==> config.mk <==
export PLATFORM = sky130hd
export DESIGN_NAME = seg_bank_driver_flat
export DESIGN_NICKNAME = d
export VERILOG_FILES = /design/src/rtl/seg_bank_if.sv /design/src/rtl/seg_bank_driver.sv /design/src/flat_wrapper.sv
export SDC_FILE = /design/constraint.sdc
export NUM_CORES = 1
export LEC_CHECK = 0
export ABC_AREA = 0
export CAP_MARGIN = 40
export CORE_ASPECT_RATIO = 0.5
export CORE_UTILIZATION = 47
export DETAILED_ROUTE_END_ITERATION = 10
export PLACE_DENSITY = 0.77
export SLEW_MARGIN = 10
export SYNTH_ARGS = -nofsm -noshare
export SYNTH_HDL_FRONTEND = slang
export SYNTH_SLANG_ARGS = --single-unit
==> constraint.sdc <==
create_clock -name clk -period 1.75 [get_ports clk]
set_input_delay 0.175 -clock clk [delete_from_list [all_inputs] [get_ports clk]]
set_output_delay 0.175 -clock clk [all_outputs]
set_load 0.005 [all_outputs]
==> src/rtl/seg_bank_if.sv <==
// seg_bank_if: control/data bundle for seg_bank_driver.
//   enable     : 1 = block runs, 0 = state frozen and load ignored
//   load       : capture value into the digit registers this edge
//   value      : nibble i = value[4i+3:4i], new hex value for digit i
//   blink_mask : 1 = digit i blinks continuously
//   blank_mask : 1 = digit i forced dark
//   interx     : 1 = suppress blink darkness
//   hex        : digit i = hex[7i+6:7i], active-low segments, bit0 = a .. bit6 = g
//   phase      : blink phase, 0 = visible half, 1 = dark half
// master drives the controls (testbench / host), slave is the driver block.
interface seg_bank_if #(
    parameter int NDIG = 4
);
    logic                enable;
    logic                load;
    logic [4*NDIG-1:0]   value;
    logic [NDIG-1:0]     blink_mask;
    logic [NDIG-1:0]     blank_mask;
    logic                interx;
    logic [7*NDIG-1:0]   hex;
    logic                phase;

    modport master (
        output enable, load, value, blink_mask, blank_mask, interx,
        input  hex, phase
    );

    modport slave (
        input  enable, load, value, blink_mask, blank_mask, interx,
        output hex, phase
    );
endinterface

==> src/rtl/seg_bank_driver.sv <==
// seg_bank_driver: bank of NDIG seven-segment digits with continuous blink,
// forced blanking, and an automatic flash after a digit's value changes.
// Ports:
//   clk   : clock, rising edge
//   reset : synchronous, active-high; clears digits, flash counters, blink state
//   bus   : seg_bank_if slave modport (controls in, hex/phase out)
// Parameters:
//   NDIG       : digit count (1..8)
//   BLINK_DIV  : clock cycles per blink half-period (>= 2)
//   CHG_HALVES : half-periods a digit flashes after its value changes (>= 1)
module seg_bank_driver #(
    parameter int NDIG       = 4,
    parameter int BLINK_DIV  = 16,
    parameter int CHG_HALVES = 4
) (
    input  logic         clk,
    input  logic         reset,
    seg_bank_if.slave    bus
);
    localparam int CW  = (BLINK_DIV > 1) ? $clog2(BLINK_DIV) : 1;
    localparam int CHW = $clog2(CHG_HALVES + 1);

    logic [CW-1:0]  cnt;
    logic           phase_q;
    logic [3:0]     digit [NDIG];
    logic [CHW-1:0] chg   [NDIG];
    logic           toggle;

    // Toggle edge: last count of the half-period while running.
    assign toggle = bus.enable && (cnt == CW'(BLINK_DIV - 1));

    always_ff @(posedge clk) begin
        if (reset) begin
            cnt     <= '0;
            phase_q <= 1'b0;
            for (int unsigned i = 0; i < NDIG; i++) begin
                digit[i] <= '0;
                chg[i]   <= '0;
            end
        end else if (bus.enable) begin
            if (toggle) begin
                cnt     <= '0;
                phase_q <= ~phase_q;
            end else begin
                cnt <= cnt + 1'b1;
            end
            for (int unsigned i = 0; i < NDIG; i++) begin
                if (bus.load) begin
                    digit[i] <= bus.value[4*i +: 4];
                end
                // A changed nibble restarts the flash and wins over the
                // half-period decrement on the same edge.
                if (bus.load && (bus.value[4*i +: 4] != digit[i])) begin
                    chg[i] <= CHW'(CHG_HALVES);
                end else if (toggle && (chg[i] != '0)) begin
                    chg[i] <= chg[i] - 1'b1;
                end
            end
        end
    end

    function automatic logic [6:0] encode(input logic [3:0] v);
        logic [6:0] s;
        case (v)
            4'h0:    s = 7'b1000000;
            4'h1:    s = 7'b1111001;
            4'h2:    s = 7'b0100100;
            4'h3:    s = 7'b0110000;
            4'h4:    s = 7'b0011001;
            4'h5:    s = 7'b0010010;
            4'h6:    s = 7'b0000010;
            4'h7:    s = 7'b1111000;
            4'h8:    s = 7'b0000000;
            4'h9:    s = 7'b0010000;
            4'hA:    s = 7'b0001000;
            4'hB:    s = 7'b0000011;
            4'hC:    s = 7'b1000110;
            4'hD:    s = 7'b0100001;
            4'hE:    s = 7'b0000110;
            default: s = 7'b0001110;
        endcase
        return s;
    endfunction

    always_comb begin
        bus.hex = '1;
        for (int unsigned i = 0; i < NDIG; i++) begin
            if (bus.blank_mask[i]) begin
                bus.hex[7*i +: 7] = '1;
            end else if (bus.interx) begin
                bus.hex[7*i +: 7] = encode(digit[i]);
            end else if ((bus.blink_mask[i] || (chg[i] != '0)) && phase_q) begin
                bus.hex[7*i +: 7] = '1;
            end else begin
                bus.hex[7*i +: 7] = encode(digit[i]);
            end
        end
    end

    assign bus.phase = phase_q;

endmodule

==> src/flat_wrapper.sv <==
// flat-port wrapper written by rule: the top's interface ports become plain ports
module seg_bank_driver_flat 
#(
    parameter int NDIG       = 4,
    parameter int BLINK_DIV  = 16,
    parameter int CHG_HALVES = 4
)
  (clk, reset, bus_enable, bus_load, bus_value, bus_blink_mask, bus_blank_mask, bus_interx, bus_hex, bus_phase);
  seg_bank_if #(.NDIG(NDIG)) bus_i ();
  input  logic clk;
  input  logic reset;
  input wire logic [$bits(bus_i.enable)-1:0] bus_enable;
  input wire logic [$bits(bus_i.load)-1:0] bus_load;
  input wire logic [$bits(bus_i.value)-1:0] bus_value;
  input wire logic [$bits(bus_i.blink_mask)-1:0] bus_blink_mask;
  input wire logic [$bits(bus_i.blank_mask)-1:0] bus_blank_mask;
  input wire logic [$bits(bus_i.interx)-1:0] bus_interx;
  output wire logic [$bits(bus_i.hex)-1:0] bus_hex;
  output wire logic [$bits(bus_i.phase)-1:0] bus_phase;
  assign bus_i.enable = bus_enable;
  assign bus_i.load = bus_load;
  assign bus_i.value = bus_value;
  assign bus_i.blink_mask = bus_blink_mask;
  assign bus_i.blank_mask = bus_blank_mask;
  assign bus_i.interx = bus_interx;
  assign bus_hex = bus_i.hex;
  assign bus_phase = bus_i.phase;
  seg_bank_driver #(.NDIG(NDIG), .BLINK_DIV(BLINK_DIV), .CHG_HALVES(CHG_HALVES)) u_core (.clk(clk), .reset(reset), .bus(bus_i));
endmodule
==> results of run 1 <==
[critical path, stage by stage, from the launching register on]
cell and delay (ps):
sky130_fd_sc_hd__edfxtp_1 420, sky130_fd_sc_hd__inv_2 110, sky130_fd_sc_hd__ha_4 130, sky130_fd_sc_hd__or3b_1 350
sky130_fd_sc_hd__a21oi_2 180, sky130_fd_sc_hd__buf_6 140, sky130_fd_sc_hd__buf_6 110, sky130_fd_sc_hd__o311ai_2 100
sky130_fd_sc_hd__buf_2 140
[routing by layer]
| layer | wire, µm | track usage | vias up |
|---|---|---|---|
| met5 | 0 | 0 | - |
| met4 | 213 | 0.0781 | 0 |
| met3 | 472 | 0.0531 | 26 |
| met2 | 4500 | 0.497 | 104 |
| met1 | 3790 | 0.324 | 1431 |
| li1 | - | - | 1377 |
[final cells by class]
type                       instances  area (µm²)  area share
clock buffer                       6         129      0.0279
clock inverter                     2        10.0     0.00216
inverter                          21        78.8      0.0170
multi-input combinational        229        2150       0.465
sequential                        33         941       0.203
tap                               73        91.3      0.0197
timing repair buffer             151        1220       0.265
[metrics by stage]
step	total power [W]	TNS (ps)	utilization	instance area (µm²)	hold slack (ps)
after CTS	0.00272	-7370	0.768	4360	556
after global routing	0.00297	-11320	0.814	4630	574
after detailed placement	0.00181	-13550	0.699	3970	548
final	0.00285	-9000	0.814	4630	556
after floorplan	0.00138	0	-	2860	244
after global placement	0.00177	-11200	0.699	3970	535
[cells in the mapped netlist (all sizes together)]
master  number  area (µm²)
ha          33         413
edfxtp      28         841
inv         21        78.8
o311ai      20         175
and2        18         113
xor2        18         158
nand2       16        60.1
nand2b      13        81.3
nor2        13        48.8
o211ai      12        90.1
clkbuf      11        41.3
nand3       11        55.1
nor2b       11        68.8
mux2         9         101
nor3         9        45.0
a21oi        6        30.0
dfxtp        5         100
nand3b       5        37.5
a21boi       4        30.0
buf          4        38.8
nor4         4        25.0
o221ai       4        35.0
o41a         4        45.0
or3b         4        35.0
xnor2        4        35.0
o21ai        3        15.0
o32ai        3        26.3
a41oi        1        8.76
and4         1        8.76
mux2i        1        10.0
nand4        1        6.26
o22ai        1        6.26
[timing repair]
| action | CTS | global route |
|---|---|---|
| setup buffers | 17 | 7 |
| endpoints found under the setup margin | 43 | 65 |
| gates cloned | 0 | 0 |
| resized for setup | 157 | 41 |
| pin swaps | 20 | 5 |
[registers in the layout, indices dropped and copies added (netlist names)]
name,cells
u_core.digit,16
u_core.bus.phase,1
u_core.cnt,4
u_core.chg,12
[where the power goes]
part / switching, W / total (W) / internal (W)
Combinational: 0.000508 / 0.00104 / 0.000530
Sequential: 0.0000427 / 0.000953 / 0.000910
Clock: 0.000333 / 0.000855 / 0.000522
Total: 0.000884 / 0.00285 / 0.00196
[logic make-up (layout without fill, tap and decap cells)]
| logic type | count (synthesis) | count (layout) | share of synthesized area |
|---|---|---|---|
| compound gates | 58 | 58 | 0.161 |
| xor+xnor | 22 | 22 | 0.0673 |
| fa+ha+maj | 33 | 33 | 0.144 |
| buf+inv | 36 | 180 | 0.0555 |
| flops | 33 | 33 | 0.329 |
| mux | 10 | 10 | 0.0389 |
| simple gates | 106 | 106 | 0.204 |
[path summary, 6_finish.rpt]
path / endpoint / slack [ps] / cells past startpoint
min reg2reg: u_core.cnt[1] / 560 / 2
max reg2reg: u_core.chg[2][2] / -70 / 6
max: bus_hex[10] / -380 / 8
min: u_core.cnt[1] / 560 / 2
==> impl_summary.txt, run 1 <==
----------------------------------------------------
[Status]
  Status ... finished with violations
  Violated checks ... negative setup slack

[Detailed routing]
  ANT nets after route ... 0
  Average wire per cell in the routed design ... between 15 and 20 µm
  Initial DRT Pass Iterations ... 5
  Iteration-0 DRC count of the detailed router ... 204
  Final wirelength ... 8980 µm
  Number of DRC violations after detailed routing ... 0
  Vias per cell ... about 5.7
  Overall via count from detail_route ... 2938

[STA]
  Unrepaired setup endpoints after global routing ... yes
  Fmax ... between 400 and 500 MHz
  Headroom to the max-slew limit ... 0.642
  Count of final max-slew check failures ... 0
  Post-route worst setup slack ... -385 ps
  Number of failing hold endpoints at the final stage ... 0
  Clock skew ... about 3.0 ps
  Slew @ Worst Pin ... 536 ps
  Final setup viols ... 41
  Final period util ... 1.22
  Crit path time final ... 2130 ps

[Placement]
  Final weighted congestion in routability-driven placement ... 0.947
  Count of buffers inserted at the top-level ports ... 57
  Pre-CTS setup slack ... -318 ps
  Inst Count DP ... 483
  Sum of net half-perimeters after detailed placement ... 5730 µm

[Die]
  Vertical die dimension ... roughly 57 µm
  Die outline width ... roughly 110 µm
  Top-level port count ... 58
  Starting utilization of the core area ... 0.504
  Cell Rows ... 19
  Area enclosed by the die boundary ... 6430 µm²
  Placeable Area ... 5680 µm²

[Power and ir drop]
  Power density normalized to cell area ... 615 nW/µm²
  Leakage power ... 1.90 nW
  VDD IR-drop max ... around 0.00064 V

[Clocking]
  TritonCTS buffer count ... 5
  Buffers from clock root to sink, at most ... 2
  Clock-pin transition on the worst setup and hold timing paths ... roughly 50 ps
  Clock latency at the later pin of the worst-skew pair ... 280 ps
  Hold buffer count at CTS ... 0
  Clock tree from TritonCTS ... built
  # H-tree levels ... 2
  Root Buffer Master ... sky130_fd_sc_hd__clkbuf_16
  TritonCTS Sinks ... 33

[Critical path]
  Crit. Startpoint ... u_core.chg[1][0]
  Worst Path Class, Setup ... reg2out
  Element type at the critical path start ... flip-flop
  Maximum fanout along the worst path ... 4
  CP Data Arrival Time ... 1960 ps
  Kind of capture point of the worst setup path ... output port
  Reg-to-reg critical path startpoint ... u_core.digit[2][1]
  Worst EP required ... 1570 ps

[Flow run]
  Max-cap check violation count ... 0

[Synthesis]
  YS warnings ... 0
  Mean instance size in the synthesized netlist ... around 9.6 µm²
  Flip-flop and latch count after synthesis ... 33
  Mapped Area ... approximately 2900 µm²
  Sequential-to-total area share from yosys stat ... 0.329
  Post-Syn Instances ... 298
  Number of distinct library cell variants in the gate-level netlist after synthesis ... 34
  Syn_nets ... 360

[Global route]
  Global-route usage over all layers ... 0.269
  Vias in the first global route ... 2873
  Global-route wire length before repair ... between 10000 and 15000 µm
  Maximum number of pins on one net before global-route repair ... 17
  Initial antenna violation count ... 0
  Residual overflow from global routing ... 0

[Cells and area]
  Area overhead of the layout relative to synthesis ... 61.6%
  Finished Layout Cells ... 515
  Number of inserted diodes ... 0
  Most frequent standard cell in the layout excluding fill and tap cells ... sky130_fd_sc_hd__buf_4
  Layout cells sized above 1 ... 0.434
  Number of inserted filler cells in the final layout ... 328
  Commonest cells after routing, fill and taps aside ... 73 x sky130_fd_sc_hd__buf_4, 29 x sky130_fd_sc_hd__ha_1, 29 x sky130_fd_sc_hd__clkdlybuf4s50_1, 28 x sky130_fd_sc_hd__buf_2, 28 x sky130_fd_sc_hd__edfxtp_1
  Number of nets in the layout ... 503

[Hold path]
  Min-delay src ... u_core.cnt[1]
  Type of the tightest min-delay check ... reg2reg

----------------------------------------------------
No activity file was read; power rests on OpenSTA's default activity.
==> inputs of run 2 (changes only) <==
--- a/config.mk
+++ b/config.mk
@@ -8,9 +8,11 @@
 export ABC_AREA = 0
 export CAP_MARGIN = 40
 export CORE_ASPECT_RATIO = 0.5
-export CORE_UTILIZATION = 47
+export CORE_UTILIZATION = 56
+export CTS_BUF_LIST = sky130_fd_sc_hd__clkbuf_16
+export CTS_CLUSTER_SIZE = 8
 export DETAILED_ROUTE_END_ITERATION = 10
-export PLACE_DENSITY = 0.77
+export PLACE_DENSITY = 0.86
 export SLEW_MARGIN = 10
 export SYNTH_ARGS = -nofsm -noshare
 export SYNTH_HDL_FRONTEND = slang
==> constraint.sdc (replaced) <==
create_clock -name clk -period 2.7 [get_ports clk]
set_input_delay 0.27 -clock clk [delete_from_list [all_inputs] [get_ports clk]]
set_output_delay 0.27 -clock clk [all_outputs]
set_load 0.005 [all_outputs]
==> impl_summary.txt, run 2 (synthesized netlist as in run 1, its figures left out) <==
----------------------------------------------------
[Critical path]
  Worst reg2reg setup slack ... 590 ps (was -70 ps)
  Maximum fanout along the worst path ... 7 (was 4)
  Worst EP required ... 2430 ps (was 1570 ps)
  End of the worst register-to-register path ... u_core.chg[2][2] (unchanged)
  Chain of cells forming the critical path ... inv_1 > ha_1 > or3b_1 > a21oi_1 > buf_4 > o311ai_1 > clkdlybuf4s50_1 (was inv_2 > ha_4 > or3b_1 > a21oi_2 > buf_6 > buf_6 > o311ai_2 > buf_2)
  Maximum single-stage delay on the critical path ... 490 ps (was 420 ps)
  CP Data Arrival Time ... 2240 ps (was 1960 ps)
  Worst Path Class, Setup ... reg2out (unchanged)
  Reg-to-reg critical path startpoint ... u_core.digit[2][3] (was u_core.digit[2][1])
  Kind of capture point of the worst setup path ... output port (unchanged)
  Slowest library cell on the worst path ... sky130_fd_sc_hd__clkdlybuf4s50_1 (was sky130_fd_sc_hd__edfxtp_1)
  Logic depth of the worst register-to-register path ... 3 (was 6)
  Element type at the critical path start ... flip-flop (unchanged)

[STA]
  Slew @ Worst Pin ... 515 ps (was 536 ps)
  Number of failing hold endpoints at the final stage ... 0 (unchanged)
  Count of final max-slew check failures ... 0 (unchanged)
  Headroom to the max-slew limit ... 0.657 (was 0.642)
  Final setup viols ... 0 (was 41)
  Worst hold slack across all endpoints ... 521 ps (was 556 ps)
  Clock skew ... 4.33 ps (was 2.97 ps)
  Post-route worst setup slack ... 188 ps (was -385 ps)
  Fmax ... 398 MHz
  Unrepaired setup endpoints after global routing ... no (was yes)
  Final period util ... 0.930
  Crit path time final ... approximately 2500 ps
  Fin Setup TNS ... 0 ps (was -9000 ps)

[Flow run]
  Max-cap check violation count ... 0 (unchanged)

[Detailed routing]
  Overall via count from detail_route ... 2423 (was 2938)
  Top Metal Used ... met4 (unchanged)
  Final wirelength ... 6310 µm (was 8980 µm)
  Met2 Wirelength ... 3210 µm (was 4500 µm)
  Vias per cell ... 5.76 (was 5.70)
  Iteration-0 DRC count of the detailed router ... 119 (was 204)
  Met1 Wirelength ... 2770 µm (was 3790 µm)
  Initial DRT Pass Iterations ... 4 (was 5)
  ANT nets after route ... 0 (unchanged)
  Number of DRC violations after detailed routing ... 0 (unchanged)
  Average wire per cell in the routed design ... 15.0 µm (was 17.4 µm)
  Met3 wire length ... 321 µm (was 472 µm)

[Clocking]
  TritonCTS buffer count ... 5 (unchanged)
  Hold buffer count at CTS ... 0 (unchanged)
  Clock-pin transition on the worst setup and hold timing paths ... 50 ps (about the same)
  Gates resized, CTS repair ... 0 (was 157)
  Root Buffer Master ... sky130_fd_sc_hd__clkbuf_16 (unchanged)
  Buffers from clock root to sink, at most ... 2 (unchanged)
  TritonCTS Sinks ... 33 (unchanged)
  Count of buffers added by post-CTS timing repair for setup ... 0 (was 17)
  # H-tree levels ... 2 (unchanged)
  Clock tree from TritonCTS ... built (unchanged)
  Clock latency at the later pin of the worst-skew pair ... 280 ps (about the same)

[Die]
  Area enclosed by the die boundary ... 5420 µm² (was 6430 µm²)
  Cell Rows ... 17 (was 19)
  Vertical die dimension ... 52.6 µm (was 57.2 µm)
  Die outline width ... 103 µm (was 112 µm)
  Top-level port count ... 58 (unchanged)
  Starting utilization of the core area ... 0.617 (was 0.504)
  Placeable Area ... 4640 µm² (was 5680 µm²)

[Power and ir drop]
  Power density normalized to cell area ... 468 nW/µm² (was 615 nW/µm²)
  Leakage power ... 1.42 nW (was 1.90 nW)
  VDD IR-drop max ... 0.000264 V (was 0.000637 V)

[Global route]
  Global-route usage over all layers ... 0.252 (was 0.269)
  Residual overflow from global routing ... 0 (unchanged)
  Initial antenna violation count ... 0 (unchanged)
  Global-route wire length before repair ... 10400 µm (was 13500 µm)
  Maximum number of pins on one net before global-route repair ... 18 (was 17)
  Vias in the first global route ... 2295 (was 2873)

[Cells and area]
  Area overhead of the layout relative to synthesis ... 27.5% (was 61.6%)
  Layout cells sized above 1 ... 0.0648 (was 0.434)
  Final design utilization ... 0.787 (was 0.814)
  Flip-flop count of the largest register, all copies and words added ... 16 (unchanged)
  Finished Layout Cells ... 421 (was 515)
  Most frequent standard cell in the layout excluding fill and tap cells ... sky130_fd_sc_hd__clkdlybuf4s50_1 (was sky130_fd_sc_hd__buf_4)
  Number of inserted diodes ... 0 (unchanged)
  Area of all sequential standard cells ... 941 µm² (unchanged)
  Commonest cells after routing, fill and taps aside ... 57 x sky130_fd_sc_hd__clkdlybuf4s50_1, 33 x sky130_fd_sc_hd__ha_1, 28 x sky130_fd_sc_hd__edfxtp_1, 21 x sky130_fd_sc_hd__inv_1, 20 x sky130_fd_sc_hd__o311ai_1 (was 73 x sky130_fd_sc_hd__buf_4, 29 x sky130_fd_sc_hd__ha_1, 29 x sky130_fd_sc_hd__clkdlybuf4s50_1, 28 x sky130_fd_sc_hd__buf_2, 28 x sky130_fd_sc_hd__edfxtp_1)
  Number of nets in the layout ... 416 (was 503)
  Area occupied by multi-input gates ... 1760 µm² (was 2150 µm²)
  Top flop regs ... u_core.digit: 16 flops, u_core.chg: 12 flops, u_core.cnt: 4 flops (unchanged)
  Number of inserted filler cells in the final layout ... 313 (was 328)
  Most flops, register ... u_core.digit (unchanged)

[Hold path]
  Hold depth ... 2 (unchanged)
  Hold endpoint ... u_core.cnt[0] (was u_core.cnt[1])
  Min-delay src ... u_core.cnt[0] (was u_core.cnt[1])
  Type of the tightest min-delay check ... reg2reg (unchanged)

[Placement]
  Pre-CTS setup slack ... 449 ps (was -318 ps)
  Inst Count DP ... 413 (was 483)
  Final weighted congestion in routability-driven placement ... 0.812 (was 0.947)
  Sum of net half-perimeters after detailed placement ... 4760 µm (was 5730 µm)
  Count of buffers inserted at the top-level ports ... 57 (unchanged)

[Status]
  Status ... finished, final reports clean (was finished with violations)

----------------------------------------------------
-- run 2: stage by stage --
stage	cell area (µm²)	power, W
2_1_floorplan	2860	0.000893
6_report	3650	0.00171
4_1_cts	3650	0.00172
5_1_grt	3650	0.00179
3_3_place_gp	3490	0.00106
3_5_place_dp	3490	0.00108
-- run 2: final cells by class --
cell class | count | area share
timing repair buffer | 64 | 0.171
sequential | 33 | 0.258
clock inverter | 3 | 0.0103
clock buffer | 5 | 0.0343
tap | 66 | 0.0226
inverter | 21 | 0.0216
multi-input combinational | 229 | 0.483
-- run 2: worst max path at each step --
stage               slack (ps)  cells past startpoint               end          startpoint
floorplan                  960                      4  u_core.chg[0][0]  u_core.digit[0][3]
global placement           480                      6       bus_hex[21]   bus_blink_mask[3]
detailed placement         450                      6       bus_hex[27]   bus_blink_mask[3]
CTS                        180                      7       bus_hex[20]    u_core.chg[2][0]
global route                30                      7       bus_hex[25]    u_core.chg[3][0]
finish                     190                      7        bus_hex[7]    u_core.chg[1][0]
-- run 2: critical path: cells and delay by family, from the launching register on --
kind / cells / cell delay (ps)
AOI/OAI and AO/OA: 2 / 280
adders and majority gates: 1 / 170
buffers and inverters: 3 / 760
DFF: 1 / 410
and+or+nand+nor: 1 / 340
-- run 2: per-layer routing --
layer	up-vias	GRT usage
li1	1210	-
met1	1152	0.304
met2	59	0.474
met3	2	0.0547
met4	0	0.0352
met5	-	0
-- run 2: power by group --
part | leakage [nW] | total [W] | switching [W] | internal, W
Clock | 0.0826 | 0.000630 | 0.000202 | 0.000428
Combinational | 1.01 | 0.000425 | 0.000188 | 0.000236
Sequential | 0.332 | 0.000655 | 0.0000637 | 0.000591
==> inputs of run 3 (changes only) <==
--- a/config.mk
+++ b/config.mk
@@ -5,13 +5,12 @@
 export SDC_FILE = /design/constraint.sdc
 export NUM_CORES = 1
 export LEC_CHECK = 0
-export ABC_AREA = 0
-export CAP_MARGIN = 40
 export CORE_ASPECT_RATIO = 0.5
 export CORE_UTILIZATION = 56
 export CTS_BUF_LIST = sky130_fd_sc_hd__clkbuf_16
 export CTS_CLUSTER_SIZE = 8
 export DETAILED_ROUTE_END_ITERATION = 10
+export HOLD_SLACK_MARGIN = 0.12
 export PLACE_DENSITY = 0.86
 export SLEW_MARGIN = 10
 export SYNTH_ARGS = -nofsm -noshare
==> results of run 3 <==
Final layout, timing and power as in run 2 (identical DEF).
